**config.mk**
```make
export PLATFORM = sky130hd
export DESIGN_NAME = gcd_arbiter_flat
export DESIGN_NICKNAME = d
export VERILOG_FILES = /design/src/rtl/gcd_pkg.sv /design/src/rtl/gcd_arbiter_if.sv /design/src/rtl/gcd_rr_pick.sv /design/src/rtl/gcd_arbiter.sv /design/src/flat_wrapper.sv
export SDC_FILE = /design/constraint.sdc
export NUM_CORES = 1
export LEC_CHECK = 0
export BUFFER_PORTS_ARGS = -buffer_cell sky130_fd_sc_hd__buf_2
export CAP_MARGIN = 20
export CORE_ASPECT_RATIO = 1.75
export CORE_UTILIZATION = 49
export CTS_CLUSTER_DIAMETER = 80
export CTS_CLUSTER_SIZE = 14
export DETAILED_ROUTE_END_ITERATION = 7
export GPL_TIMING_DRIVEN = 0
export PLACE_DENSITY_LB_ADDON = 0.15
export SYNTH_ARGS = -nofsm -noshare
export SYNTH_HDL_FRONTEND = slang
export SYNTH_HIERARCHICAL = 1
export SYNTH_SLANG_ARGS = --single-unit
```
**constraint.sdc**
```tcl
create_clock -name CLK -period 2.2 [get_ports CLK]
set_input_delay 0 -clock CLK [delete_from_list [all_inputs] [get_ports CLK]]
set_output_delay 0 -clock CLK [all_outputs]
set_load 0.005 [all_outputs]
```
**src/rtl/gcd_pkg.sv**
```systemverilog
// rtl/gcd_pkg.sv - shared types and widths for the GCD engine and its arbiter
package gcd_pkg;

  localparam int DATA_W = 8;

  typedef enum logic [1:0] {
    IDLE  = 2'd0,
    ISSUE = 2'd1,
    WAIT  = 2'd2,
    RESP  = 2'd3
  } gcd_state_t;

endpackage

```
**src/rtl/gcd_arbiter_if.sv**
```systemverilog
// rtl/gcd_arbiter_if.sv - requester and engine signals of the shared GCD arbiter
interface gcd_arbiter_if #(
  parameter int N_REQ = 2
);
  import gcd_pkg::*;

  logic [N_REQ-1:0]        REQ;
  logic [DATA_W*N_REQ-1:0] REQ_A;
  logic [DATA_W*N_REQ-1:0] REQ_B;
  logic [N_REQ-1:0]        GNT;
  logic [N_REQ-1:0]        RSP_VALID;
  logic [DATA_W-1:0]       RSP_Y;
  logic                    RSP_ERROR;
  logic                    RSP_TIMEOUT;
  logic                    BUSY;
  logic                    G_START;
  logic [DATA_W-1:0]       G_A;
  logic [DATA_W-1:0]       G_B;
  logic                    G_DONE;
  logic [DATA_W-1:0]       G_Y;
  logic                    G_ERROR;

  modport master (
    output REQ, REQ_A, REQ_B, G_DONE, G_Y, G_ERROR,
    input  GNT, RSP_VALID, RSP_Y, RSP_ERROR, RSP_TIMEOUT, BUSY, G_START, G_A, G_B
  );

  modport slave (
    input  REQ, REQ_A, REQ_B, G_DONE, G_Y, G_ERROR,
    output GNT, RSP_VALID, RSP_Y, RSP_ERROR, RSP_TIMEOUT, BUSY, G_START, G_A, G_B
  );

endinterface

```
**src/rtl/gcd_rr_pick.sv**
```systemverilog
// rtl/gcd_rr_pick.sv - combinational round-robin picker, search starts after last_grant
module gcd_rr_pick #(
  parameter int N_REQ = 2,
  parameter int LG_W  = $clog2(N_REQ)
) (
  input  logic [N_REQ-1:0] req,
  input  logic [LG_W-1:0]  last_grant,
  output logic [N_REQ-1:0] grant,
  output logic [LG_W-1:0]  grant_idx,
  output logic             any
);

  int idx;

  always_comb begin
    grant     = '0;
    grant_idx = '0;
    any       = 1'b0;
    idx       = 0;
    for (int i = 1; i <= N_REQ; i++) begin
      idx = int'(last_grant) + i;
      if (idx >= N_REQ) idx = idx - N_REQ;
      if (!any && req[idx]) begin
        any        = 1'b1;
        grant[idx] = 1'b1;
        grant_idx  = LG_W'(idx);
      end
    end
  end

endmodule

```
**src/rtl/gcd_arbiter.sv**
```systemverilog
// rtl/gcd_arbiter.sv - round-robin sharing of one GCD engine with timeout and one-hot responses
module gcd_arbiter
  import gcd_pkg::*;
#(
  parameter int N_REQ   = 2,
  parameter int TIMEOUT = 255
) (
  input logic         CLK,
  input logic         RST_N,
  gcd_arbiter_if.slave bus
);

  localparam int LG_W  = $clog2(N_REQ);
  localparam int TMR_W = $clog2(TIMEOUT + 1);

  gcd_state_t        state, state_nxt;
  logic [N_REQ-1:0]  pick_oh, owner_oh;
  logic [LG_W-1:0]   pick_idx, owner_idx, last_grant;
  logic              pick_any;
  logic [TMR_W-1:0]  timer, timer_inc;
  logic              expire;
  logic [DATA_W-1:0] g_a, g_b, rsp_y;
  logic              rsp_error, rsp_timeout;

  gcd_rr_pick #(.N_REQ(N_REQ), .LG_W(LG_W)) u_pick (
    .req        (bus.REQ),
    .last_grant (last_grant),
    .grant      (pick_oh),
    .grant_idx  (pick_idx),
    .any        (pick_any)
  );

  assign timer_inc = timer + TMR_W'(1);
  assign expire    = (timer_inc == TMR_W'(TIMEOUT));

  always_ff @(posedge CLK or negedge RST_N) begin
    if (!RST_N) state <= IDLE;
    else        state <= state_nxt;
  end

  // G_DONE is checked before expiry so a same-edge completion is a normal response
  always_comb begin
    state_nxt = state;
    case (state)
      IDLE:    if (pick_any) state_nxt = ISSUE;
      ISSUE:   state_nxt = WAIT;
      WAIT:    if (bus.G_DONE || expire) state_nxt = RESP;
      RESP:    state_nxt = IDLE;
      default: state_nxt = IDLE;
    endcase
  end

  always_ff @(posedge CLK or negedge RST_N) begin
    if (!RST_N) begin
      owner_oh    <= '0;
      owner_idx   <= '0;
      last_grant  <= LG_W'(N_REQ - 1);
      timer       <= '0;
      g_a         <= '0;
      g_b         <= '0;
      rsp_y       <= '0;
      rsp_error   <= 1'b0;
      rsp_timeout <= 1'b0;
    end else begin
      case (state)
        IDLE: if (pick_any) begin
          owner_oh  <= pick_oh;
          owner_idx <= pick_idx;
          g_a       <= bus.REQ_A[int'(pick_idx)*DATA_W +: DATA_W];
          g_b       <= bus.REQ_B[int'(pick_idx)*DATA_W +: DATA_W];
        end
        ISSUE: timer <= '0;
        WAIT: begin
          if (bus.G_DONE) begin
            rsp_y       <= bus.G_ERROR ? '0 : bus.G_Y;
            rsp_error   <= bus.G_ERROR;
            rsp_timeout <= 1'b0;
          end else begin
            timer <= timer_inc;
            if (expire) begin
              rsp_y       <= '0;
              rsp_error   <= 1'b1;
              rsp_timeout <= 1'b1;
            end
          end
        end
        RESP: last_grant <= owner_idx;
        default: ;
      endcase
    end
  end

  assign bus.GNT         = (state == ISSUE) ? owner_oh : '0;
  assign bus.G_START     = (state == ISSUE);
  assign bus.RSP_VALID   = (state == RESP) ? owner_oh : '0;
  assign bus.BUSY        = (state != IDLE);
  assign bus.G_A         = g_a;
  assign bus.G_B         = g_b;
  assign bus.RSP_Y       = rsp_y;
  assign bus.RSP_ERROR   = rsp_error;
  assign bus.RSP_TIMEOUT = rsp_timeout;

endmodule

```
**src/flat_wrapper.sv**
```systemverilog
// flat-port wrapper written by rule: the top's interface ports become plain ports
module gcd_arbiter_flat import gcd_pkg::*;
#(
  parameter int N_REQ   = 2,
  parameter int TIMEOUT = 255
)
  (CLK, RST_N, bus_REQ, bus_REQ_A, bus_REQ_B, bus_G_DONE, bus_G_Y, bus_G_ERROR, bus_GNT, bus_RSP_VALID, bus_RSP_Y, bus_RSP_ERROR, bus_RSP_TIMEOUT, bus_BUSY, bus_G_START, bus_G_A, bus_G_B);
  gcd_arbiter_if #(.N_REQ(N_REQ)) bus_i ();
  input logic CLK;
  input logic RST_N;
  input wire logic [$bits(bus_i.REQ)-1:0] bus_REQ;
  input wire logic [$bits(bus_i.REQ_A)-1:0] bus_REQ_A;
  input wire logic [$bits(bus_i.REQ_B)-1:0] bus_REQ_B;
  input wire logic [$bits(bus_i.G_DONE)-1:0] bus_G_DONE;
  input wire logic [$bits(bus_i.G_Y)-1:0] bus_G_Y;
  input wire logic [$bits(bus_i.G_ERROR)-1:0] bus_G_ERROR;
  output wire logic [$bits(bus_i.GNT)-1:0] bus_GNT;
  output wire logic [$bits(bus_i.RSP_VALID)-1:0] bus_RSP_VALID;
  output wire logic [$bits(bus_i.RSP_Y)-1:0] bus_RSP_Y;
  output wire logic [$bits(bus_i.RSP_ERROR)-1:0] bus_RSP_ERROR;
  output wire logic [$bits(bus_i.RSP_TIMEOUT)-1:0] bus_RSP_TIMEOUT;
  output wire logic [$bits(bus_i.BUSY)-1:0] bus_BUSY;
  output wire logic [$bits(bus_i.G_START)-1:0] bus_G_START;
  output wire logic [$bits(bus_i.G_A)-1:0] bus_G_A;
  output wire logic [$bits(bus_i.G_B)-1:0] bus_G_B;
  assign bus_i.REQ = bus_REQ;
  assign bus_i.REQ_A = bus_REQ_A;
  assign bus_i.REQ_B = bus_REQ_B;
  assign bus_i.G_DONE = bus_G_DONE;
  assign bus_i.G_Y = bus_G_Y;
  assign bus_i.G_ERROR = bus_G_ERROR;
  assign bus_GNT = bus_i.GNT;
  assign bus_RSP_VALID = bus_i.RSP_VALID;
  assign bus_RSP_Y = bus_i.RSP_Y;
  assign bus_RSP_ERROR = bus_i.RSP_ERROR;
  assign bus_RSP_TIMEOUT = bus_i.RSP_TIMEOUT;
  assign bus_BUSY = bus_i.BUSY;
  assign bus_G_START = bus_i.G_START;
  assign bus_G_A = bus_i.G_A;
  assign bus_G_B = bus_i.G_B;
  gcd_arbiter #(.N_REQ(N_REQ), .TIMEOUT(TIMEOUT)) u_core (.CLK(CLK), .RST_N(RST_N), .bus(bus_i));
endmodule
```
==> results.md, run 1 <==
- Run status: completed
- Crit Path Category: flip-flop to flip-flop
- Fmax achieved: roughly 490 MHz
- Clock transition at path regs: around 70 ps
- Initial antenna violation count: 0
- Clock sink count: 40
- Die Area: between 4000 and 5000 µm²
- Vias per cell: ~5.2
- Number of I/O port buffers: 77
- Top cells by area, synth: dfrtp_1, mux2i_1, nor2_1
- N_diodes: 0
- Global route hottest layer: met2
- Seq/Total Area, Yosys: between 40 and 50%
- Die height: roughly 90 µm
- Largest net degree at the start of global routing: 41
- Setup slack after layout: between 100 and 150 ps
- Post-DP HPWL: 3398 µm
- Util after Layout: 67.62%
- Grt ovf: 0
- Tot Pwr: about 3.4 mW
- Data arrival, critical path: about 2200 ps
- Io pins: 78
- Syn nets: 268
- Drt drc: 0
- Worst Skew: 7.091 ps
- Initial DRT Pass Iterations: 4
- ANT nets after route: 0
- Routed via count: around 1900
- Min Tclk post-route: 2052 ps
- MaxCap Viol Count: 0
- Avg Synthesized Cell Area: ~10 µm²
- Startpoint types: flip-flop
- Starting Density: between 50 and 60%
- Fin crit share: approximately 93%
- CP endpoint kind: flip-flop
- # nets final: about 360
- Placement Setup Slack: approximately 150 ps
- Distinct cells, synth: 43
- Width of the die: ~52 µm
- Yosys warns: 6
- Std-Cell Rows: 31
- Hold Vio Cnt, Final: 0
- H-tree depth: 2
- GRT met3 Usage: 3.231%
- Required @ worst endpoint: 2370 ps
- Finish-stage setup viols: 0
- DR iter-0 viols: 31
- Max-slew violations: 0
- Final TNS setup: 0 ps
- Unrepaired setup endpoints after global routing: false
- Share of cells above drive strength 1: between 30% and 40%
- Worst skew pair latency: 290 ps
- Area Growth Syn to Fin: 31.17%
- Max VDD drop: around 0.75 mV
- Crit-path max FO: 10
- Met1 track demand over resource: a little under a quarter
- Post-synth ARST share: between 90% and 100%
- Core Region: around 4200 µm²
- Clk buf depth: 2
- Clock root buffer: clkbuf_8
- Leakage Power: ~1.3 nW
- Final wirelength: ~4700 µm
- Worst min path class: primary input to flip-flop
- #FFs+latches synth: 40
- Dominant synthesized flop cell: dfrtp_1
- Met2 usage: around 41%
- CTS tree: done
- Gpl congestion: around 0.77
- Commonest cells after routing, fill and taps aside: buf_2, dfrtp_1, nor2_1
- Most common cell after layout, fill and taps aside: buf_2
- Post-synth EDFFs: 0
- Vias in the first global route: 1752
- CTS Buf Count: 5
- Setup repair bufs after CTS: 0
- Least-Margin Pin Slew: ~870 ps
- Synth Instances: approximately 220
- Gr usage total: 21.54%
- WL per Instance: 13.16 µm
- PwrDens: about 1200 nW/µm²
- Synth area leader: dfrtp_1
- Synth top area share: between 40 and 50%
- Synth Cell Area: around 2100 µm²
- Global-route wire length before repair: between 7000 and 8000 µm
- Worst rel slew slack: between 40% and 50%
-- cell families (layout without fill, tap and decap cells) --
logic type / count (synthesis) / after routing / synth area share (%)
buffers and inverters: 19 / 113 / 4.093
adders and majority gates: 7 / 7 / 4.093
muxes: 20 / 20 / 9.590
AOI/OAI and AO/OA: 61 / 61 / 18.19
DFF: 40 / 40 / 46.84
and+or+nand+nor: 66 / 66 / 16.37
xor gates and xnor gates: 2 / 2 / 0.8189
-- metrics by stage --
step	instance area, µm²	instances	hold WS (ps)
2_1_floorplan	2140	215	-295.6
3_3_place_gp	2586	341	167.5
3_5_place_dp	2586	341	171.0
4_1_cts	2803	358	8.447
5_1_grt	2806	358	19.51
6_report	2806	358	14.96
-- final cells by class --
class | instances | area [µm²]
fillers | 363 | 1344
multi-input cells | 156 | 1054
flip-flops and latches | 40 | 1002
repair buffers | 86 | 475.5
clock buffers | 7 | 96.34
well taps | 49 | 61.31
plain buffers | 11 | 57.56
clock inverters | 1 | 30.03
inverters | 8 | 30.03
-- power by group --
group / internal, mW / switching (mW) / total, mW / leakage [nW]
registers: 1.06 / 0.243 / 1.30 / 0.469
logic: 0.682 / 0.763 / 1.44 / 0.796
clock network: 0.400 / 0.244 / 0.644 / 0.0645
total: 2.14 / 1.25 / 3.39 / 1.33
-- what timing repair did --
action | CTS | global route
endpoints found under the setup margin | 0 | 4
hold buffers | 9 | 0
hold endpoints to repair | 47 | 0
gates resized for setup | 0 | 1
-- cells in the mapped netlist (2+ instances only) --
| cell type | n |
|---|---|
| a21oi_1 | 18 |
| a311o_1 | 2 |
| o21ai_1 | 18 |
| o31a_1 | 2 |
| ha_1 | 7 |
| o31ai_1 | 2 |
| clkbuf_1 | 8 |
| mux2i_1 | 16 |
| inv_1 | 7 |
| and2_1 | 5 |
| a31oi_1 | 2 |
| nand3_1 | 3 |
| a21boi_0 | 2 |
| nand4_1 | 2 |
| nor4_1 | 2 |
| nor2_1 | 26 |
| a22oi_1 | 8 |
| buf_6 | 2 |
| dfrtp_1 | 39 |
| mux2_1 | 3 |
| nand2_1 | 10 |
| or2_1 | 2 |
| nand2b_1 | 9 |
-- final timing paths --
path,to,slack [ps],cells past startpoint,start
hold reg to reg,u_core/timer[7],470,1,u_core/timer[7]
setup / recovery,u_core/bus.RSP_Y[3],150,7,u_core/timer[0]
max in group asynchronous,u_core/bus.G_A[6],1290,2,RST_N
setup reg to reg,u_core/bus.RSP_Y[3],150,7,u_core/timer[0]
hold / removal,u_core/bus.G_A[7],10,3,bus_REQ_A[7]
min in group asynchronous,u_core/bus.G_B[0],360,2,RST_N
-- worst max-delay path: stages (launching register included) --
cell     delay [ps]
dfrtp_1         540
ha_1            370
nand4_1         150
xnor2_1         200
a31oi_2         140
nor3_2          270
buf_6           180
o21ai_1          80
-- routing by layer --
metal,routed length [µm],part of all wire (%),vias up
met5,0,0,-
met4,80,1.7,0
met3,265,5.6,8
met2,2468,52,58
met1,1895,40,861
li1,-,-,946
-- flip-flops by register name, summed over array words and instances (netlist names) --
signal	cells
u_core/bus.G_A	8
u_core/bus.G_B	8
u_core/bus.RSP_Y	8
u_core/timer	8
u_core/owner_oh	2
u_core/state	2
u_core/bus.RSP_ERROR	1
u_core/bus.RSP_TIMEOUT	1
u_core/last_grant	1
u_core/owner_idx	1
No activity file was read; power rests on OpenSTA's default activity.
==> inputs of run 2 (changes only) <==
--- a/config.mk
+++ b/config.mk
@@ -5,15 +5,16 @@
 export SDC_FILE = /design/constraint.sdc
 export NUM_CORES = 1
 export LEC_CHECK = 0
+export ABC_AREA = 1
 export BUFFER_PORTS_ARGS = -buffer_cell sky130_fd_sc_hd__buf_2
 export CAP_MARGIN = 20
 export CORE_ASPECT_RATIO = 1.75
-export CORE_UTILIZATION = 49
+export CORE_UTILIZATION = 48
 export CTS_CLUSTER_DIAMETER = 80
 export CTS_CLUSTER_SIZE = 14
 export DETAILED_ROUTE_END_ITERATION = 7
 export GPL_TIMING_DRIVEN = 0
-export PLACE_DENSITY_LB_ADDON = 0.15
+export PLACE_DENSITY = 0.79
 export SYNTH_ARGS = -nofsm -noshare
 export SYNTH_HDL_FRONTEND = slang
 export SYNTH_HIERARCHICAL = 1
==> run 2 against run 1 <==
Effect of this change: clock power up 2%; total power up 0.10%; core utilization up 8.1 points; worst setup slack worse by 31 ps; synthesized cell count up 14%; sequential cell count unchanged; maximum frequency down 1.5%; critical endpoint is now u_core/bus.G_B[6]; highest routed layer unchanged; largest cell class is now sequential cells; first-iteration DRC count rose to 2.7 times the previous value; critical path type unchanged.
==> results.md, run 2 <==
- Crit Path Category: flip-flop to flip-flop
- Startpoint types: flip-flop
- Clock root buffer: clkbuf_8
- Vias per cell: 5.150 (-1.6%)
- Combinational fraction of design power: 43.2% (+0.6 points)
- Gpl congestion: 0.8267 (+6.8%)
- CP Launch Point: u_core/last_grant
- Seq/Total Area, Yosys: 50.86% (+4.0 points)
- Gr usage total: 29.43% (+7.9 points)
- Flop pwr share: 37.5% (-0.9 points)
- Vias in the first global route: 2150 (+23%)
- Worst Skew: 3.243 ps (-3.848 ps)
- Fmax achieved: 479.9 MHz (-1.5%)
- H-tree depth: 2 (unchanged)
- Post-synth top cells: nand2_1, dfrtp_1, a21oi_1
- Routed via count: 2158 (+15%)
- Worst skew pair latency: 290 ps (about the same)
- Required @ worst endpoint: 2360 ps (about the same)
- Avg Synthesized Cell Area: 8.043 µm² (-19%)
- Global-route wire length before repair: 9487 µm (+26%)
- Leakage Power: 1.564 nW (+18%)
- #FFs+latches synth: 40 (unchanged)
- Post-synth ARST share: 100.0% (unchanged)
- Dominant synthesized flop cell: dfrtp_1
- Largest net degree at the start of global routing: 41 (unchanged)
- Core Region: 3904 µm² (-5.9%)
- Worst R2R Start: u_core/last_grant
- Synth Cell Area: 1971 µm² (-7.9%)
- WL per Instance: 14.58 µm (+11%)
- PwrDens: 1148 nW/µm² (-4.9%)
- Post-DP HPWL: 3311 µm (-2.6%)
- Syn nets: 298 (+11%)
- Crit-path max FO: 8 (-2)
- Io pins: 78 (unchanged)
- Starting Density: 50.48% (-1.1 points)
- Setup repair bufs after CTS: 0 (unchanged)
- Unrepaired setup endpoints after global routing: false
- Run status: completed
- Top cells by area, synth: dfrtp_1, nand2_1, a21oi_1
- Clock Power Share: 19.3% (+0.3 points)
- Die height: 86.76 µm (-3.0%)
- Width of the die: 50.44 µm (-2.9%)
- Least-Margin Pin Slew: 891.9 ps (+21.30 ps)
- Share of cells above drive strength 1: 26.68% (-5.0 points)
- ANT nets after route: 0 (unchanged)
- Fin crit share: 94.72% (+1.4 points)
- Max-slew violations: 0 (unchanged)
- Worst rel slew slack: 40.54% (-1.4 points)
- Most common cell after layout, fill and taps aside: buf_2
- Max VDD drop: 0.7449 mV (-1.1%)
- MaxCap Viol Count: 0 (unchanged)
- Area Growth Syn to Fin: 49.97%
- Synth area leader: dfrtp_1
- CP endpoint kind: flip-flop
- Yosys warns: 6 (unchanged)
- Grt ovf: 0 (unchanged)
- Finish-stage setup viols: 0 (unchanged)
- Worst min path class: primary input to flip-flop
- Hold Vio Cnt, Final: 0 (unchanged)
- Distinct cells, synth: 27 (-37%)
- Critical Path End: u_core/bus.G_B[6]
- Initial DRT Pass Iterations: 4 (unchanged)
- Sw Ratio: 37.36% (+0.48 points)
- Synth Instances: 245 (+14%)
- Worst flop-to-flop path endpoint: u_core/bus.G_B[6]
- Min Tclk post-route: 2084 ps (+31.45 ps)
- Commonest cells after routing, fill and taps aside: buf_2, nand2_1, dlygate4sd3_1
- CTS tree: done
- Post-synth EDFFs: 0 (unchanged)
- CTS Buf Count: 5 (unchanged)
- Reg2reg setup slack: 120 ps (-30 ps)
- Final TNS setup: 0 ps (unchanged)
- Cell internal pwr: 2.126 mW (-0.66%)
- Clock sink count: 40 (unchanged)
- Initial antenna violation count: 0 (unchanged)
- Synth top area share: 49.52% (+3.9 points)
- Clk buf depth: 2 (unchanged)
- Switching power: 1.268 mW (+1.4%)
- Most common cell in the netlist: nand2_1
- Die Area: 4376 µm² (-5.8%)
- DR iter-0 viols: 83 (+170%)
- Number of I/O port buffers: 77 (unchanged)
- Fillers: 295 (-19%)
- # nets final: 423 (+17%)
- N_diodes: 0 (unchanged)
- Data arrival, critical path: 2250 ps (+30 ps)
- Final wirelength: 6108 µm (+30%)
- Path depth of the worst reg2reg path: 6 (-1)
- Std-Cell Rows: 30 (-3.2%)
- Clock transition at path regs: 80 ps (about the same)
- Util after Layout: 75.71% (+8.1 points)
- Drt drc: 0 (unchanged)
run 2: cell count changes in the layout (fill, tap and decap cells not counted), sizes merged, moves of 9 or more:
cell and delta:
dlygate4sd3 +32, a21oi +19, inv +16, nand2 +67, nand2b -9, nand3 +9
mux2i -16
run 2: layer usage:
layer | global-route usage (%) | vias up | routed length, µm
li1 | - | 1030 | -
met3 | 7.895 | 32 | 392
met1 | 28.86 | 990 | 2161
met4 | 20.96 | 0 | 353
met5 | 0 | - | 0
met2 | 51.76 | 106 | 3200
run 2: area by class of cell:
class                           count  area (µm²)  share of cell area [%]
Tap cell                           48       60.06                   2.032
Clock inverter                      1       30.03                   1.016
Inverter                           26       97.59                   3.302
Sequential cell                    40        1002                   33.91
Buffer                              7       37.54                   1.270
Timing Repair Buffer              118       795.8                   26.93
Clock buffer                        7       96.34                   3.260
Multi-Input combinational cell    172       835.8                   28.28
run 2: per-stage QoR:
step | instance area, µm² | setup WS [ps] | power, mW | std cells | hold WS, ps
floorplan | 1971 | 647.5 | 1.994 | 245 | -295.6
global placement | 2416 | 456.3 | 2.450 | 370 | 178.3
detailed placement | 2416 | 415.7 | 2.500 | 370 | 177.0
CTS | 2953 | 190.7 | 3.320 | 419 | 3.098
global route | 2955 | 44.01 | 3.620 | 419 | 33.16
finish | 2955 | 116.3 | 3.394 | 419 | 30.62
run 2: worst min-delay path by stage:
stage / end / slack (ps) / cells after the start / startpoint
floorplan: u_core/bus.G_A[0] / -300 / 0 / RST_N
global placement: u_core/bus.G_B[2] / 180 / 1 / RST_N
detailed placement: u_core/bus.G_B[0] / 180 / 1 / RST_N
CTS: u_core/bus.G_A[5] / 3 / 3 / bus_REQ_A[5]
global route: u_core/bus.G_A[1] / 30 / 3 / bus_REQ_A[1]
finish: u_core/bus.G_B[5] / 30 / 3 / bus_REQ_B[5]
run 2: timing repair:
| item | in CTS | in global routing |
|---|---|---|
| gates resized for setup | 0 | 4 |
| setup endpoints to repair | 0 | 2 |
| hold buffers | 41 | 0 |
| endpoints found under the hold margin | 66 | 0 |
run 2: critical path: stages (launching register included):
cell,delay [ps]
dfstp_2,380
a21oi_1,180
buf_2,220
clkinv_1,260
a21oi_1,240
a21oi_1,80
dlygate4sd3_1,590
run 2: kinds of logic (layout without fill, tap and decap cells):
kind of cell	after synthesis	after routing	synth area share [%]
compound gates	50	50	13.84
fa+ha+maj	7	7	4.444
mux	1	1	0.5714
flops	40	40	50.86
simple gates	114	114	23.56
buf+inv	33	159	6.729
run 2: power by group through the flow:
stage	Combinational, mW	Sequential [mW]	Clock, mW
after detailed placement	1.24	1.26	0
after global placement	1.20	1.25	0
after global routing	1.61	1.31	0.699
final	1.47	1.27	0.655
after floorplan	0.729	1.27	0
after CTS	1.40	1.25	0.671
